File: config.mk
export PLATFORM = sky130hd
export DESIGN_NAME = trigger_event_sequencer
export DESIGN_NICKNAME = d
export VERILOG_FILES = /design/src/rtl/trigger_event_sequencer.sv
export SDC_FILE = /design/constraint.sdc
export NUM_CORES = 1
export LEC_CHECK = 0
export CAP_MARGIN = 20
export CORE_MARGIN = 5
export CORE_UTILIZATION = 35
export DETAILED_ROUTE_END_ITERATION = 12
export PLACE_DENSITY = 0.63
export SLEW_MARGIN = 20
export SYNTH_ARGS = -nofsm -noshare
export SYNTH_HDL_FRONTEND = slang
export SYNTH_SLANG_ARGS = --single-unit
File: constraint.sdc
create_clock -name Clock -period 8 [get_ports Clock]
set_clock_uncertainty 0.1 [all_clocks]
set_input_delay 2 -clock Clock [delete_from_list [all_inputs] [get_ports Clock]]
set_output_delay 2 -clock Clock [all_outputs]
set_load 0.1 [all_outputs]
File: src/rtl/trigger_event_sequencer.sv
// Trigger sequencer: qualifies a masked detect vector, checks event-FIFO room, emits an event
// header then gates sample writes. TRIGGER_EVENT_SEQUENCER_TIMESTAMP_EN adds a latched 32-bit timestamp.
module trigger_event_sequencer #(
    parameter int CH_NUM     = 8,
    parameter int EVNUM_W    = 14,
    parameter int SPE_W      = 32,
    parameter int FIFO_CNT_W = 15,
    parameter int FIFO_DEPTH = 16384,
    parameter int CW         = $clog2(CH_NUM + 1)
) (
    input  logic                  Clock,
    input  logic                  Reset,
    input  logic                  Control_Enable,
    input  logic                  Control_Abort,
    input  logic                  Control_Force,
    input  logic [1:0]            Control_Mode,
    input  logic [CW-1:0]         Control_Coinc,
    input  logic [CH_NUM-1:0]     Control_Channel_Mask,
    input  logic [EVNUM_W-1:0]    Control_EventNum,
    input  logic [SPE_W-1:0]      Control_Sample_Per_Event,
    input  logic [CH_NUM-1:0]     TRG_Detect_Vector,
    input  logic [FIFO_CNT_W-1:0] Fifo_CountWord,
    input  logic                  Fifo_AFull,
    output logic                  Control_Trigger_Out,
    output logic                  Control_Busy_Out,
    output logic                  ACQ_RunOut,
    output logic                  ALL_FIFO_Enable,
    output logic                  Event_Write,
    output logic [17:0]           Event_Data,
    output logic [EVNUM_W-1:0]    Event_Count,
    output logic [15:0]           Lost_Count
);
`ifdef TRIGGER_EVENT_SEQUENCER_TIMESTAMP_EN
    localparam int HDR_WORDS = 4;
`else
    localparam int HDR_WORDS = 2;
`endif
    localparam int RW = ((SPE_W > FIFO_CNT_W) ? SPE_W : FIFO_CNT_W) + 2;

    typedef enum logic [2:0] {S_IDLE, S_ARMED, S_HEADER, S_CAPTURE, S_DONE} state_t;

    state_t              state_q;
    logic [CH_NUM-1:0]   det_q, pat_q, masked;
    logic                cond_d, cond_q, trig_d, room_d;
    logic [2:0]          hdr_idx_q;
    logic [SPE_W-1:0]    spe_cnt_q;
    logic [EVNUM_W-1:0]  ev_cnt_q, ev_next_d;
    logic                done_d;
    logic [15:0]         lost_q;
    logic                trig_q, wr_q, fen_q;
    logic [17:0]         data_q, word_d;
    logic [CW-1:0]       pop_d, k_eff;
    logic [RW-1:0]       cnt_x, free_x, need_x;

    assign masked = det_q & Control_Channel_Mask;

    always_comb begin
        pop_d = '0;
        for (int i = 0; i < CH_NUM; i++) pop_d = pop_d + CW'(masked[i]);
        k_eff = (Control_Coinc == '0) ? CW'(1) : Control_Coinc;
        case (Control_Mode)
            2'b01:   cond_d = (pop_d >= k_eff);
            2'b10:   cond_d = 1'b0;
            default: cond_d = |masked;
        endcase
    end

    // Rising edge of the condition only, so a held detect fires once.
    assign trig_d = (cond_d & ~cond_q) | Control_Force;

    // Occupancy above depth clamps free space to zero instead of wrapping.
    always_comb begin
        cnt_x  = RW'(Fifo_CountWord);
        free_x = (cnt_x >= RW'(FIFO_DEPTH)) ? '0 : RW'(FIFO_DEPTH) - cnt_x;
        need_x = RW'(Control_Sample_Per_Event) + RW'(HDR_WORDS);
        room_d = !Fifo_AFull && (free_x >= need_x);
    end

    assign ev_next_d = ev_cnt_q + EVNUM_W'(1);
    assign done_d    = (Control_EventNum != '0) && (ev_next_d == Control_EventNum);

`ifdef TRIGGER_EVENT_SEQUENCER_TIMESTAMP_EN
    logic [31:0] ts_q, ts_lat_q;
    always_ff @(posedge Clock or posedge Reset) begin
        if (Reset) ts_q <= '0;
        else       ts_q <= ts_q + 32'd1;
    end
`endif

    always_comb begin
        case (hdr_idx_q)
            3'd1:    word_d = {2'b01, 16'(pat_q)};
`ifdef TRIGGER_EVENT_SEQUENCER_TIMESTAMP_EN
            3'd2:    word_d = {2'b00, ts_lat_q[31:16]};
            3'd3:    word_d = {2'b00, ts_lat_q[15:0]};
`endif
            default: word_d = {2'b10, 16'(ev_cnt_q)};
        endcase
    end

    always_ff @(posedge Clock or posedge Reset) begin
        if (Reset) begin
            state_q   <= S_IDLE;
            det_q     <= '0;
            cond_q    <= 1'b0;
            pat_q     <= '0;
            hdr_idx_q <= '0;
            spe_cnt_q <= '0;
            ev_cnt_q  <= '0;
            lost_q    <= '0;
            trig_q    <= 1'b0;
            wr_q      <= 1'b0;
            fen_q     <= 1'b0;
            data_q    <= '0;
`ifdef TRIGGER_EVENT_SEQUENCER_TIMESTAMP_EN
            ts_lat_q  <= '0;
`endif
        end else begin
            det_q  <= TRG_Detect_Vector;
            cond_q <= cond_d;
            trig_q <= 1'b0;
            wr_q   <= 1'b0;
            fen_q  <= 1'b0;
            if (Control_Abort) begin
                state_q <= S_IDLE;
            end else begin
                case (state_q)
                    S_IDLE: if (Control_Enable) begin
                        state_q  <= S_ARMED;
                        ev_cnt_q <= '0;
                        lost_q   <= '0;
                    end
                    S_ARMED: begin
                        if (!Control_Enable) begin
                            state_q <= S_IDLE;
                        end else if (trig_d) begin
                            if (room_d) begin
                                state_q   <= S_HEADER;
                                pat_q     <= masked;
                                trig_q    <= 1'b1;
                                wr_q      <= 1'b1;
                                data_q    <= {2'b10, 16'(ev_cnt_q)};
                                hdr_idx_q <= 3'd1;
`ifdef TRIGGER_EVENT_SEQUENCER_TIMESTAMP_EN
                                ts_lat_q  <= ts_q;
`endif
                            end else if (lost_q != 16'hFFFF) begin
                                lost_q <= lost_q + 16'd1;
                            end
                        end
                    end
                    S_HEADER: begin
                        if (hdr_idx_q == 3'(HDR_WORDS)) begin
                            if (Control_Sample_Per_Event == '0) begin
                                ev_cnt_q <= ev_next_d;
                                state_q  <= done_d ? S_DONE : S_ARMED;
                            end else begin
                                state_q   <= S_CAPTURE;
                                fen_q     <= 1'b1;
                                spe_cnt_q <= SPE_W'(1);
                            end
                        end else begin
                            wr_q      <= 1'b1;
                            data_q    <= word_d;
                            hdr_idx_q <= hdr_idx_q + 3'd1;
                        end
                    end
                    S_CAPTURE: begin
                        if (spe_cnt_q == Control_Sample_Per_Event) begin
                            ev_cnt_q <= ev_next_d;
                            state_q  <= done_d ? S_DONE : S_ARMED;
                        end else begin
                            fen_q     <= 1'b1;
                            spe_cnt_q <= spe_cnt_q + SPE_W'(1);
                        end
                    end
                    S_DONE: if (!Control_Enable) state_q <= S_IDLE;
                    default: state_q <= S_IDLE;
                endcase
            end
        end
    end

    assign Control_Busy_Out    = (state_q == S_ARMED) || (state_q == S_HEADER) || (state_q == S_CAPTURE);
    assign ACQ_RunOut          = Control_Busy_Out;
    assign Control_Trigger_Out = trig_q;
    assign Event_Write         = wr_q;
    assign Event_Data          = data_q;
    assign ALL_FIFO_Enable     = fen_q;
    assign Event_Count         = ev_cnt_q;
    assign Lost_Count          = lost_q;

endmodule

==> results list <==
* PortBufs: 139
* Number of rows in the core area: 55
- Cell type with the highest aggregate area in the netlist: dfrtp_1
- Headroom to the max-slew limit: 0.321
- Global routing finished with a remaining overflow of 0.
- The analysis attributes to cell leakage a power of 4.01 nW.
* Start-to-end type of the worst setup path: in -> reg
- After floorplanning, the core was sized to cover approximately 0.023 mm^2.
- Yosys printed 0 warnings.
- Tightest Hold Check Type: reg -> reg
- Max IR drop VDD: 302 uV
* Number of remaining DRC errors: 0
* Post-route design area: 0.00987 mm^2
* Worst-skew pair later-pin latency: approximately 0.36 ns
- At the worst endpoint, the arrival time is 7.21 ns.
- Antenna diode count: 0
- After synthesis the netlist holds a flip-flop and latch count of 104.
- Setup slack closes at 0.974 ns.
- Post-CTS repair changed the size of 0 cells.
- In this run, the number of DRC markers left after iteration 0 of detailed routing was 407.
- STA classifies the critical path startpoint as an input pin.
* Worst-path clk slew: 0.08 ns
- Start of the worst register-to-register path: det_q[3]
- Run status: completed
* Finished Core Util: 0.439
- Share of async-settable or async-resettable flops after synthesis: 1.00
- Timing would allow up to between 100 and 150 MHz.
- Once the clock tree was built, the setup fixing pass inserted 0 buffers.
- Largest fanout on the critical path: 16
- Max-Cap Viols: 0
- Die height: 161 um
* Sequential cell area fraction in the yosys report: 0.328
- Most common flop cell mapped by yosys: dfrtp_1
- After detailed routing, the total wire length is 21.7 mm.
- After synthesis the cells add up to 0.00793 mm^2.
- The design draws 1.80 mW.
- Of the cells placed in the final design, the portion with a size suffix greater than 1 is 0.0401.
* Power density relative to cell area: 182 mW/mm^2
- Starting density of the core: 0.352
- Number of instances on the worst hold path: 2
- Final number of hold-violating endpoints: 0
* Clock tree root buffer cell: clkbuf_16
- Once detailed placement completed, the half-perimeter wirelength came to about 16 mm.
- CP Capture Type: register
- TritonCTS built the clock tree.
- EDFF count, synth: 0
- The critical path starts at Control_Channel_Mask[3].
* RSZ-0062 raised after global routing: no
- Share of the clock period used by the worst path after layout: 0.878
- CTS Buffer Depth: 2
- Overall via count from detail_route: about 7,300
- Counting cells, the worst reg-to-reg path comes to 20.
- WL per Instance: 16.0 um
* Final number of max-transition violations: 0
- Synth-to-Final Area Change: 24.5%
- Setup violations remaining at the end of the flow were counted as 0.
- Prior to clock tree synthesis, the placed netlist has a worst setup slack of 0.569 ns.
* Vias in the first global route: roughly 7,000
* Average via count per standard cell: 5.37
* Endpoint of the worst register-to-register path: Lost_Count[8]
* Min cycle time layout: 7.03 ns
- Number of optimization iterations in the first detailed-route pass: 5
- Filler cells: 2,202
- Buffers inserted during clock tree synthesis total 9.
- The number of antenna violations at the first check in global routing is 1.
- Post-Synthesis Mean Instance Area: 8.35 um^2
* Total negative slack: 0 ns
- Slew of the pin with the lowest slew margin: 1.02 ns
* Full die area: ~0.026 mm^2
- Total clock sinks: about 100
- First-pass GRT wire length: 35.7 mm
* Global placement routability congestion: 0.851
- Pin placement for this block handled 142 I/O pins.
* Number of cells produced by synthesis: 950
- Hold repair after CTS inserted 0 buffers.
* Die X: 161 um
- The detail route stage leaves a number of antenna-violating nets equal to 0.
- Destination of the critical timing path: Lost_Count[8]
* Final net count: 1,208
* Main area contributors after synthesis: dfrtp_1 (33%), ha_1 (7.4%), o21ai_0 (6.8%)
* Yosys top cell area share: 0.328
- Reg2Reg Setup Slack: 2.63 ns
- Entering global routing, the biggest net connects 65 pins.
* Distinct cell type count of the synthesized netlist: 67
- Overall Global Routing Usage: 0.166
- Post-detailed-placement cell area: approximately 0.0096 mm^2
- Data on the critical path is required at its endpoint by 8.19 ns.
- Max H-tree Level: 3
[state kept, by name, indices dropped and copies added, names as in the netlist]
register             flops
state_q                  3
Lost_Count              16
spe_cnt_q               32
hdr_idx_q                3
Event_Write              1
cond_q                   1
ALL_FIFO_Enable          1
Control_Trigger_Out      1
Event_Data              16
det_q                    8
Event_Count             14
pat_q                    8
[cells in the final DEF, fill, tap and decap left out, types with 5 or more instances in the layout]
cell	instances
buf_4	11
nand4_1	46
and2_1	15
ha_1	47
o31ai_1	20
or4_1	5
and3_1	18
nand3_1	54
conb_1	17
or3_1	9
nand2_1	68
o21ai_1	6
nor3_1	9
nor4_1	17
dfrtp_1	104
xor2_1	33
clkdlybuf4s50_1	139
inv_1	40
nor2_1	69
a21oi_1	49
nand2b_1	13
o21ai_0	107
clkbuf_16	9
a31oi_1	14
nor2b_1	10
and4_1	11
mux2i_1	11
xnor2_1	59
[worst max-delay path, cell delays in order]
cell and delay, ns:
clkdlybuf4s50_1 0.40, and2_1 0.18, fa_1 0.50, inv_1 0.05
fa_1 0.49, fa_1 0.40, inv_1 0.06, ha_1 0.16
inv_1 0.06, fa_1 0.37, xnor2_1 0.14, ha_1 0.30
a21o_1 0.12, a31oi_1 0.04, o21ai_0 0.25, a31oi_1 0.12
buf_4 0.17, o21ai_0 0.28, nand2_1 0.37, or4_1 0.60
a21oi_1 0.15
[layout make-up]
| class | instances | area, um^2 | share of cell area |
|---|---|---|---|
| Multi-Input combinational cell | 762 | 4980 | 0.504 |
| Inverter | 41 | 156 | 0.0158 |
| Timing Repair Buffer | 150 | 1470 | 0.149 |
| Clock buffer | 9 | 225 | 0.0228 |
| Clock inverter | 7 | 81.3 | 0.00824 |
| Sequential cell | 104 | 2600 | 0.264 |
| Tap cell | 285 | 357 | 0.0361 |
[Yosys cell counts (3+ instances only)]
master / count
a211o_1: 3
a21o_1: 3
a21oi_1: 49
a31oi_1: 14
and2_1: 15
and3_1: 18
and4_1: 11
buf_2: 9
buf_4: 3
clkbuf_1: 43
dfrtp_1: 104
fa_1: 4
ha_1: 47
inv_1: 41
mux2i_1: 11
nand2_1: 68
nand2b_1: 13
nand3_1: 54
nand4_1: 46
nor2_1: 69
nor2b_1: 10
nor3_1: 9
nor3b_1: 3
nor4_1: 17
nor4b_1: 3
o21ai_0: 107
o21ai_1: 6
o31ai_1: 20
or3_1: 9
or4_1: 5
xnor2_1: 59
xor2_1: 33
[cell families (layout without fill, tap and decap cells)]
group / Yosys count / after routing / synth area share
AND/OR/NAND/NOR: 364 / 364 / 0.247
AO/OA/AOI/OAI: 225 / 225 / 0.169
XOR/XNOR: 92 / 92 / 0.102
adder cells (fa/ha/maj): 51 / 51 / 0.0843
multiplexers: 13 / 13 / 0.0172
other: 1 / 17 / 0.000473
buffers and inverters: 100 / 207 / 0.0514
flip-flops: 104 / 104 / 0.328
[report_power, final]
part | switching [mW] | total (mW) | internal [mW]
logic | 0.498 | 0.710 | 0.212
clock network | 0.234 | 0.459 | 0.225
registers | 0.0503 | 0.631 | 0.580
total | 0.783 | 1.80 | 1.02
[worst min path at each step]
| stage | from | to | slack, ns |
|---|---|---|---|
| 3_3_place_gp | pat_q[4] | pat_q[4] | 0.38 |
| 2_1_floorplan | pat_q[0] | pat_q[0] | 0.35 |
| 6_report | pat_q[4] | pat_q[4] | 0.40 |
| 5_1_grt | spe_cnt_q[20] | spe_cnt_q[20] | 0.44 |
| 4_1_cts | pat_q[4] | pat_q[4] | 0.41 |
| 3_5_place_dp | pat_q[4] | pat_q[4] | 0.39 |
[per-stage QoR]
step	hold slack, ns	instances
after global routing	0.436	1358
after CTS	0.407	1358
after floorplan	0.348	966
after detailed placement	0.388	1342
after global placement	0.382	1342
final	0.398	1358
[metal layers]
metal	up-vias	share of wire	GRT usage
li1	3651	-	-
met1	3398	0.48	0.226
met2	200	0.44	0.260
met3	36	0.054	0.0331
met4	2	0.026	0.0630
met5	-	0.00055	0
(Power assumes the default switching activity.)
